[config.mk]
export PLATFORM = sky130hd
export DESIGN_NAME = div_sequencer_flat
export DESIGN_NICKNAME = d
export VERILOG_FILES = /design/src/rtl/div_pkg.sv /design/src/rtl/div_sequencer_if.sv /design/src/rtl/div_hold_reg.sv /design/src/rtl/div_sequencer.sv /design/src/flat_wrapper.sv
export SDC_FILE = /design/constraint.sdc
export NUM_CORES = 1
export LEC_CHECK = 0
export BUFFER_PORTS_ARGS = -buffer_cell sky130_fd_sc_hd__buf_2
export CELL_PAD_IN_SITES_DETAIL_PLACEMENT = 1
export CELL_PAD_IN_SITES_GLOBAL_PLACEMENT = 1
export CORE_MARGIN = 3
export CORE_UTILIZATION = 36
export CTS_CLUSTER_DIAMETER = 40
export DETAILED_ROUTE_END_ITERATION = 10
export PLACE_DENSITY = 0.91
export RECOVER_POWER = 100
export SYNTH_ARGS = -nofsm -noshare
export SYNTH_HDL_FRONTEND = slang
export SYNTH_SLANG_ARGS = --single-unit
[constraint.sdc]
create_clock -name Clock -period 4.2 [get_ports Clock]
set_input_delay 0.63 -clock Clock [delete_from_list [all_inputs] [get_ports Clock]]
set_output_delay 0.63 -clock Clock [all_outputs]
set_load 0.005 [all_outputs]
[src/rtl/div_pkg.sv]
// Shared definitions for the longdivider sequencer: state encoding,
// default operand width and the divide-by-zero quotient.
package div_pkg;

    localparam int N_DEFAULT = 8;

    // Wide enough for any supported N; sliced to N where used.
    localparam logic [63:0] DBZ_QUOTIENT = '1;

    typedef enum logic [1:0] {
        IDLE   = 2'd0,
        LOAD   = 2'd1,
        RUN    = 2'd2,
        RESULT = 2'd3
    } div_state_e;

endpackage

[src/rtl/div_sequencer_if.sv]
// Operand/result handshake channels plus the longdivider core pins.
// slave = sequencer view, master = environment (upstream, downstream, core).
interface div_sequencer_if #(
    parameter int N = div_pkg::N_DEFAULT
);
    logic         in_valid;
    logic         in_ready;
    logic [N-1:0] in_a;
    logic [N-1:0] in_b;
    logic         out_valid;
    logic         out_ready;
    logic [N-1:0] out_q;
    logic [N-1:0] out_r;
    logic         out_dbz;
    logic         div_s;
    logic         div_la;
    logic         div_eb;
    logic [N-1:0] div_a;
    logic [N-1:0] div_b;
    logic [N-1:0] div_q;
    logic [N-1:0] div_r;
    logic         div_done;

    modport slave (
        input  in_valid, in_a, in_b, out_ready, div_q, div_r, div_done,
        output in_ready, out_valid, out_q, out_r, out_dbz,
               div_s, div_la, div_eb, div_a, div_b
    );

    modport master (
        output in_valid, in_a, in_b, out_ready, div_q, div_r, div_done,
        input  in_ready, out_valid, out_q, out_r, out_dbz,
               div_s, div_la, div_eb, div_a, div_b
    );

endinterface

[src/rtl/div_hold_reg.sv]
// N-bit load-enabled register, asynchronous active-low clear.
module div_hold_reg #(
    parameter int N = div_pkg::N_DEFAULT
) (
    input  logic         Clock,
    input  logic         Resetn,
    input  logic         en,
    input  logic [N-1:0] d,
    output logic [N-1:0] q
);

    always_ff @(posedge Clock or negedge Resetn) begin
        if (!Resetn)  q <= '0;
        else if (en)  q <= d;
    end

endmodule

[src/rtl/div_sequencer.sv]
// Valid/ready front-end and result collector for the longdivider core.
// Optional divide-by-zero short-circuit: define DIV_SEQ_DBZ_CHECK_EN.
module div_sequencer
    import div_pkg::*;
#(
    parameter int N = N_DEFAULT
) (
    input  logic           Clock,
    input  logic           Resetn,
    div_sequencer_if.slave bus
);

    div_state_e   state, state_nxt;
    logic         accept;
    logic         dbz_accept;
    logic         res_en;
    logic [N-1:0] res_q_d;
    logic [N-1:0] res_r_d;

    assign accept = (state == IDLE) && bus.in_valid;

`ifdef DIV_SEQ_DBZ_CHECK_EN
    assign dbz_accept = accept && (bus.in_b == '0);
`else
    assign dbz_accept = 1'b0;
`endif

    always_ff @(posedge Clock or negedge Resetn) begin
        if (!Resetn) state <= IDLE;
        else         state <= state_nxt;
    end

    always_comb begin
        state_nxt = state;
        case (state)
            IDLE:   if (bus.in_valid) state_nxt = dbz_accept ? RESULT : LOAD;
            LOAD:   state_nxt = RUN;
            RUN:    if (bus.div_done) state_nxt = RESULT;
            // Holding until Done drops keeps the core from seeing the next LOAD early.
            RESULT: if (bus.out_ready && !bus.div_done) state_nxt = IDLE;
            default: state_nxt = IDLE;
        endcase
    end

    always_comb begin
        bus.in_ready  = 1'b0;
        bus.out_valid = 1'b0;
        bus.div_la    = 1'b0;
        bus.div_eb    = 1'b0;
        bus.div_s     = 1'b0;
        case (state)
            IDLE:    bus.in_ready  = 1'b1;
            LOAD:    begin
                bus.div_la = 1'b1;
                bus.div_eb = 1'b1;
            end
            RUN:     bus.div_s     = 1'b1;
            RESULT:  bus.out_valid = 1'b1;
            default: ;
        endcase
    end

    div_hold_reg #(.N(N)) u_hold_a (
        .Clock (Clock), .Resetn (Resetn), .en (accept), .d (bus.in_a), .q (bus.div_a)
    );

    div_hold_reg #(.N(N)) u_hold_b (
        .Clock (Clock), .Resetn (Resetn), .en (accept), .d (bus.in_b), .q (bus.div_b)
    );

    assign res_en  = ((state == RUN) && bus.div_done) || dbz_accept;
    assign res_q_d = dbz_accept ? DBZ_QUOTIENT[N-1:0] : bus.div_q;
    assign res_r_d = dbz_accept ? bus.in_a            : bus.div_r;

    div_hold_reg #(.N(N)) u_res_q (
        .Clock (Clock), .Resetn (Resetn), .en (res_en), .d (res_q_d), .q (bus.out_q)
    );

    div_hold_reg #(.N(N)) u_res_r (
        .Clock (Clock), .Resetn (Resetn), .en (res_en), .d (res_r_d), .q (bus.out_r)
    );

`ifdef DIV_SEQ_DBZ_CHECK_EN
    logic dbz_q;

    always_ff @(posedge Clock or negedge Resetn) begin
        if (!Resetn)     dbz_q <= 1'b0;
        else if (res_en) dbz_q <= dbz_accept;
    end

    assign bus.out_dbz = dbz_q;
`else
    assign bus.out_dbz = 1'b0;
`endif

endmodule

[src/flat_wrapper.sv]
// flat-port wrapper written by rule: the top's interface ports become plain ports
module div_sequencer_flat import div_pkg::*;
#(
    parameter int N = N_DEFAULT
)
  (Clock, Resetn, bus_in_valid, bus_in_a, bus_in_b, bus_out_ready, bus_div_q, bus_div_r, bus_div_done, bus_in_ready, bus_out_valid, bus_out_q, bus_out_r, bus_out_dbz, bus_div_s, bus_div_la, bus_div_eb, bus_div_a, bus_div_b);
  div_sequencer_if #(.N(N)) bus_i ();
  input  logic Clock;
  input  logic Resetn;
  input wire logic [$bits(bus_i.in_valid)-1:0] bus_in_valid;
  input wire logic [$bits(bus_i.in_a)-1:0] bus_in_a;
  input wire logic [$bits(bus_i.in_b)-1:0] bus_in_b;
  input wire logic [$bits(bus_i.out_ready)-1:0] bus_out_ready;
  input wire logic [$bits(bus_i.div_q)-1:0] bus_div_q;
  input wire logic [$bits(bus_i.div_r)-1:0] bus_div_r;
  input wire logic [$bits(bus_i.div_done)-1:0] bus_div_done;
  output wire logic [$bits(bus_i.in_ready)-1:0] bus_in_ready;
  output wire logic [$bits(bus_i.out_valid)-1:0] bus_out_valid;
  output wire logic [$bits(bus_i.out_q)-1:0] bus_out_q;
  output wire logic [$bits(bus_i.out_r)-1:0] bus_out_r;
  output wire logic [$bits(bus_i.out_dbz)-1:0] bus_out_dbz;
  output wire logic [$bits(bus_i.div_s)-1:0] bus_div_s;
  output wire logic [$bits(bus_i.div_la)-1:0] bus_div_la;
  output wire logic [$bits(bus_i.div_eb)-1:0] bus_div_eb;
  output wire logic [$bits(bus_i.div_a)-1:0] bus_div_a;
  output wire logic [$bits(bus_i.div_b)-1:0] bus_div_b;
  assign bus_i.in_valid = bus_in_valid;
  assign bus_i.in_a = bus_in_a;
  assign bus_i.in_b = bus_in_b;
  assign bus_i.out_ready = bus_out_ready;
  assign bus_i.div_q = bus_div_q;
  assign bus_i.div_r = bus_div_r;
  assign bus_i.div_done = bus_div_done;
  assign bus_in_ready = bus_i.in_ready;
  assign bus_out_valid = bus_i.out_valid;
  assign bus_out_q = bus_i.out_q;
  assign bus_out_r = bus_i.out_r;
  assign bus_out_dbz = bus_i.out_dbz;
  assign bus_div_s = bus_i.div_s;
  assign bus_div_la = bus_i.div_la;
  assign bus_div_eb = bus_i.div_eb;
  assign bus_div_a = bus_i.div_a;
  assign bus_div_b = bus_i.div_b;
  div_sequencer #(.N(N)) u_core (.Clock(Clock), .Resetn(Resetn), .bus(bus_i));
endmodule
Word-level counts from Yosys, hierarchy flattened
Cells that the tools add are included.
- input bits: 37
- output and inout port bits: 38
- register bits after elaboration: 34
- logic and storage cells: 25
- equal/unequal tests: 6
- reduce and logical (&&, ||, !) cells: 6
- mux-type cells: 8
- operators with widths (kind ; number):
    case mux 2 bit (4 select lines) ; 1
    two-way mux 2 bit ; 3
    equality test 2 bit, second input constant ; 2
    two-way mux 1 bit ; 4
    inequality test 2 bit, second input constant ; 2
    logical AND 1 bit ; 3
    AND reduction 3 bit ; 1
    equality test 2 x 1 -> 1 bit, second input constant ; 1
    logical NOT 2 bit ; 1
    inequality test 2 x 1 -> 1 bit, second input constant ; 1
    logical NOT 1 bit ; 1

Depth between registers and ports, before layout
- word-level depth: 4
- gate-level depth with buffers: 5
- depth with buffers taken out: 4

Modules after synthesis
From an unflattened synthesis, not the netlist that was laid out.
- cell total of the unflattened synthesis: 88
- area, all modules: 1515.2 um^2
- modules (own cells, without submodules) (module ; instances ; cells an instance ; area an instance (um^2) ; sequential area each (um^2)):
    div_hold_reg ; 4 ; 17 ; 331.6 ; 200.2
    div_sequencer ; 1 ; 20 ; 188.9 ; 50.0

Least setup slack after synthesis
OpenSTA, ideal clock, no wires.
- kind: register to register
- from: register u_core.state[0]
- to: register u_core.state[1]
- stages on the path, launching flop included: 5
- setup slack: 2637 ps
- period minus slack after synthesis: 1563 ps
- arrival: 1436 ps
- setup time: 127 ps
- path buffers: 0
- data required time: 4073 ps
- path through: dfrtp_1 inv_1 ha_1 a222oi_1 mux2_1
- word-level cells in the longest chain between the ends: 3
- elaborated cells on any way between the ends: 9
- classes of those cells: 6 x eq/ne; 1 x mux; 2 x reduce/logical
- RTL lines (item ; RTL line ; text):
    start: declaration ; div_sequencer.sv:13 ; div_state_e state, state_nxt;
    start signal: assignment ; div_sequencer.sv:30 ; else state <= state_nxt;
    equality test 2 bit / logical NOT 2 bit (equally long branches) ; div_sequencer.sv:35 ; case (state)
    inequality test 2 x 1 -> 1 bit (no source line) / inequality test 2 bit (equally long branches) ; n/a ;
    AND reduction 3 bit (no source line) ; n/a ;
Several ways; a longest one is shown, not always the timed one.
A chain may end at the register's enable or synchronous reset.

==> results.md <==
- GPL Wtd Cong: 0.656
- Ratio of cells with drive above 1 in the final layout: 54.6%
- Nets@finish: 203
- Die Wd: 67.3 µm
- Synth top area cells: dfrtp_1 63%, mux2_2 27%, ha_1 3.7%
- Largest delay share family, worst path: buffers and inverters
- Min cycle time layout: 1.81 ns
- CTS tree: yes
- CP Class: in2async
- Worst setup EP type: async pin
- CTS clk-pin slew, worst paths: 0.06 ns
- Die ar.: 0.00453 mm²
- DR iter-0 viols: 41
- Fin crit share: 43.0%
- Hold_buf cts: 0
- Cell area after synthesis: 0.00135 mm²
- Crit start category: primary input
- Crit Path Max Fanout: 34
- Fill cells: 412
- Failing checks: capacitance limit, slew limit
- WP data required: 4.26 ns
- Clock skew: 0.00896 ns
- Detailed Place HPWL: 2770 µm
- Worst-path cell chain: clkbuf_1
- Hold WC Path Type: reg2reg
- Largest net degree at the start of global routing: 35
- H-tree depth: 2
- RSZ-0062 raised after global routing: false
- Placed cell area: 0.00175 mm²
- Initial Util: 39.0%
- Area delta synth->final: 34.2%
- Syn_area_per_cell: 15.7 µm²
- CTS buffer count: 5
- Finished Cell Area: 0.00182 mm²
- DRC: 0
- Clock Path Buffers: 2
- Critical path arrival: 1.87 ns
- Maximum clock rate: 0.554 GHz
- Yosys top cell area share: 62.8%
- CP endpoint: u_core.u_res_q.q[3]
- Total number of vias: 983
- Clock root cell: clkbuf_8
- CP peak stage delay: 1.23 ns
- Seq/Total Area, Yosys: 62.8%
- Setup Viol. Count Final: 0
- Status: finished, violations left
- Routed vias/inst: 4.70
- Top cell type by total area after synthesis: dfrtp_1
- Setup TNS: 0 ns
- Tot Pwr: 1.35 mW
- Register bit total from synthesis: 34
- GRT Util Overall: 15.5%
- Post-CTS setup buffers: 0
- R2R Path Start: u_core.state[1]
- Flop-to-flop setup slack: 2.41 ns
- Core area: 0.00347 mm²
- Post-CTS Resized: 0
- Max Cap Viol: 1
- Syn Nets: 127
- Max-slew violations: 35
- Grt ovf: 0
- WL/cell: 16.3 µm
- Worst vdd rail ir drop: 332 µV
- Worst-Margin Slew: 1.74 ns
- Most frequent cells in the layout: 49 x buf_2, 34 x dfrtp_1, 32 x mux2_2
- CP max stage cell: clkbuf_1
- Port bufs: 73
- Max_slew headroom: -15.7%
- Vias in the first global route: 1069
- I/O pin count: 75
- Num rows: 21
- First-pass detailed-route iteration total: 4
- Synth Instances: 86
- FF-to-FF path depth: 4
- # clock sinks: 34
- First-pass GRT wire length: 4980 µm
- Yosys warnings: 0
- Die H: 67.3 µm
- Final core occ: 52.4%
- CP startpoint: Resetn
- DRT antenna net count: 0
- FF-to-FF End: u_core.u_hold_a.q[6]
- Crit path buf inv count: 1
- Leading cell type in the layout, fill and taps excluded: buf_2
- Skew-Pair Late Insertion Delay: 0.28 ns
- CP Depth: 1
- Final hold viol count: 0
- Pwr/cell area: 744 mW/mm²
- Post-synth cell types: 13
- DRT Wirelength: 3400 µm
- Static Leak: 0.888 nW
- Initial antenna violation count: 0
- Antenna Cells: 0
[layout make-up]
| class | instances | area, µm² | share of cell area, % |
|---|---|---|---|
| tap | 46 | 57.6 | 3.17 |
| clock buffer | 6 | 82.6 | 4.55 |
| sequential | 34 | 851 | 46.8 |
| multi-input combinational | 44 | 463 | 25.5 |
| timing repair buffer | 73 | 335 | 18.5 |
| clock inverter | 2 | 12.5 | 0.689 |
| inverter | 4 | 15.0 | 0.826 |
[stage by stage]
| step | std cells | worst slack, ns | hold WS (ns) |
|---|---|---|---|
| 2_1_floorplan | 86 | 2.64 | 0.334 |
| 3_3_place_gp | 201 | 2.45 | 0.482 |
| 3_5_place_dp | 201 | 2.37 | 0.490 |
| 4_1_cts | 209 | 2.38 | 0.421 |
| 5_1_grt | 209 | 2.02 | 0.529 |
| 6_report | 209 | 2.39 | 0.501 |
[routing by layer]
metal	global-route usage, %	up-vias	part of all wire, %	routed length (µm)
met2	31.2	49	58	1980
met4	9.11	0	2.7	91
li1	-	445	-	-
met5	0	-	0	0
met3	2.66	9	7.2	246
met1	14.0	480	32	1080
[how the worst min path moves through the flow]
stage / startpoint / endpoint / slack, ns / cells after the start
CTS: Resetn / u_core.u_hold_a.q[4] / 0.42 / 1
floorplan: Resetn / u_core.state[0] / 0.33 / 0
global placement: u_core.u_hold_b.q[3] / u_core.u_hold_b.q[3] / 0.48 / 1
finish: u_core.u_res_q.q[1] / u_core.u_res_q.q[1] / 0.50 / 1
detailed placement: u_core.u_hold_b.q[1] / u_core.u_hold_b.q[1] / 0.49 / 1
global route: u_core.u_hold_a.q[4] / u_core.u_hold_a.q[4] / 0.53 / 1
[sequential cells by signal, indices dropped and copies added (netlist names)]
register           flops
u_core.state           2
u_core.u_hold_a.q      8
u_core.u_hold_b.q      8
u_core.u_res_q.q       8
u_core.u_res_r.q       8
[report_power, final]
part,total [mW],internal [mW],switching (mW)
Sequential,0.587,0.498,0.0890
Combinational,0.517,0.287,0.231
Clock,0.247,0.132,0.115
Total,1.35,0.916,0.435
[cells in the mapped netlist (all sizes together)]
master / count
nor2: 1
buf: 4
nand2b: 1
mux2: 33
conb: 1
dfrtp: 34
a222oi: 1
ha: 4
nand2: 2
mux2i: 1
inv: 4
[worst reg2reg max path: cells and delay by family, from the launching register on]
kind          cells  cell delay, ns
fa+ha+maj         1            0.24
buf+inv           1            0.08
mux               1            0.43
simple gates      1            0.53
flops             1            0.40
[logic make-up (layout without fill, tap and decap cells)]
family          count (synthesis)  after routing  synth area share (%)
other cells                     1              1                 0.277
buf+inv                         8             85                  2.96
flops                          34             34                  62.8
mux                            34             34                  28.2
simple gates                    4              4                  1.29
compound gates                  1              1                 0.739
fa+ha+maj                       4              4                  3.70
No activity file was read; power rests on OpenSTA's default activity.
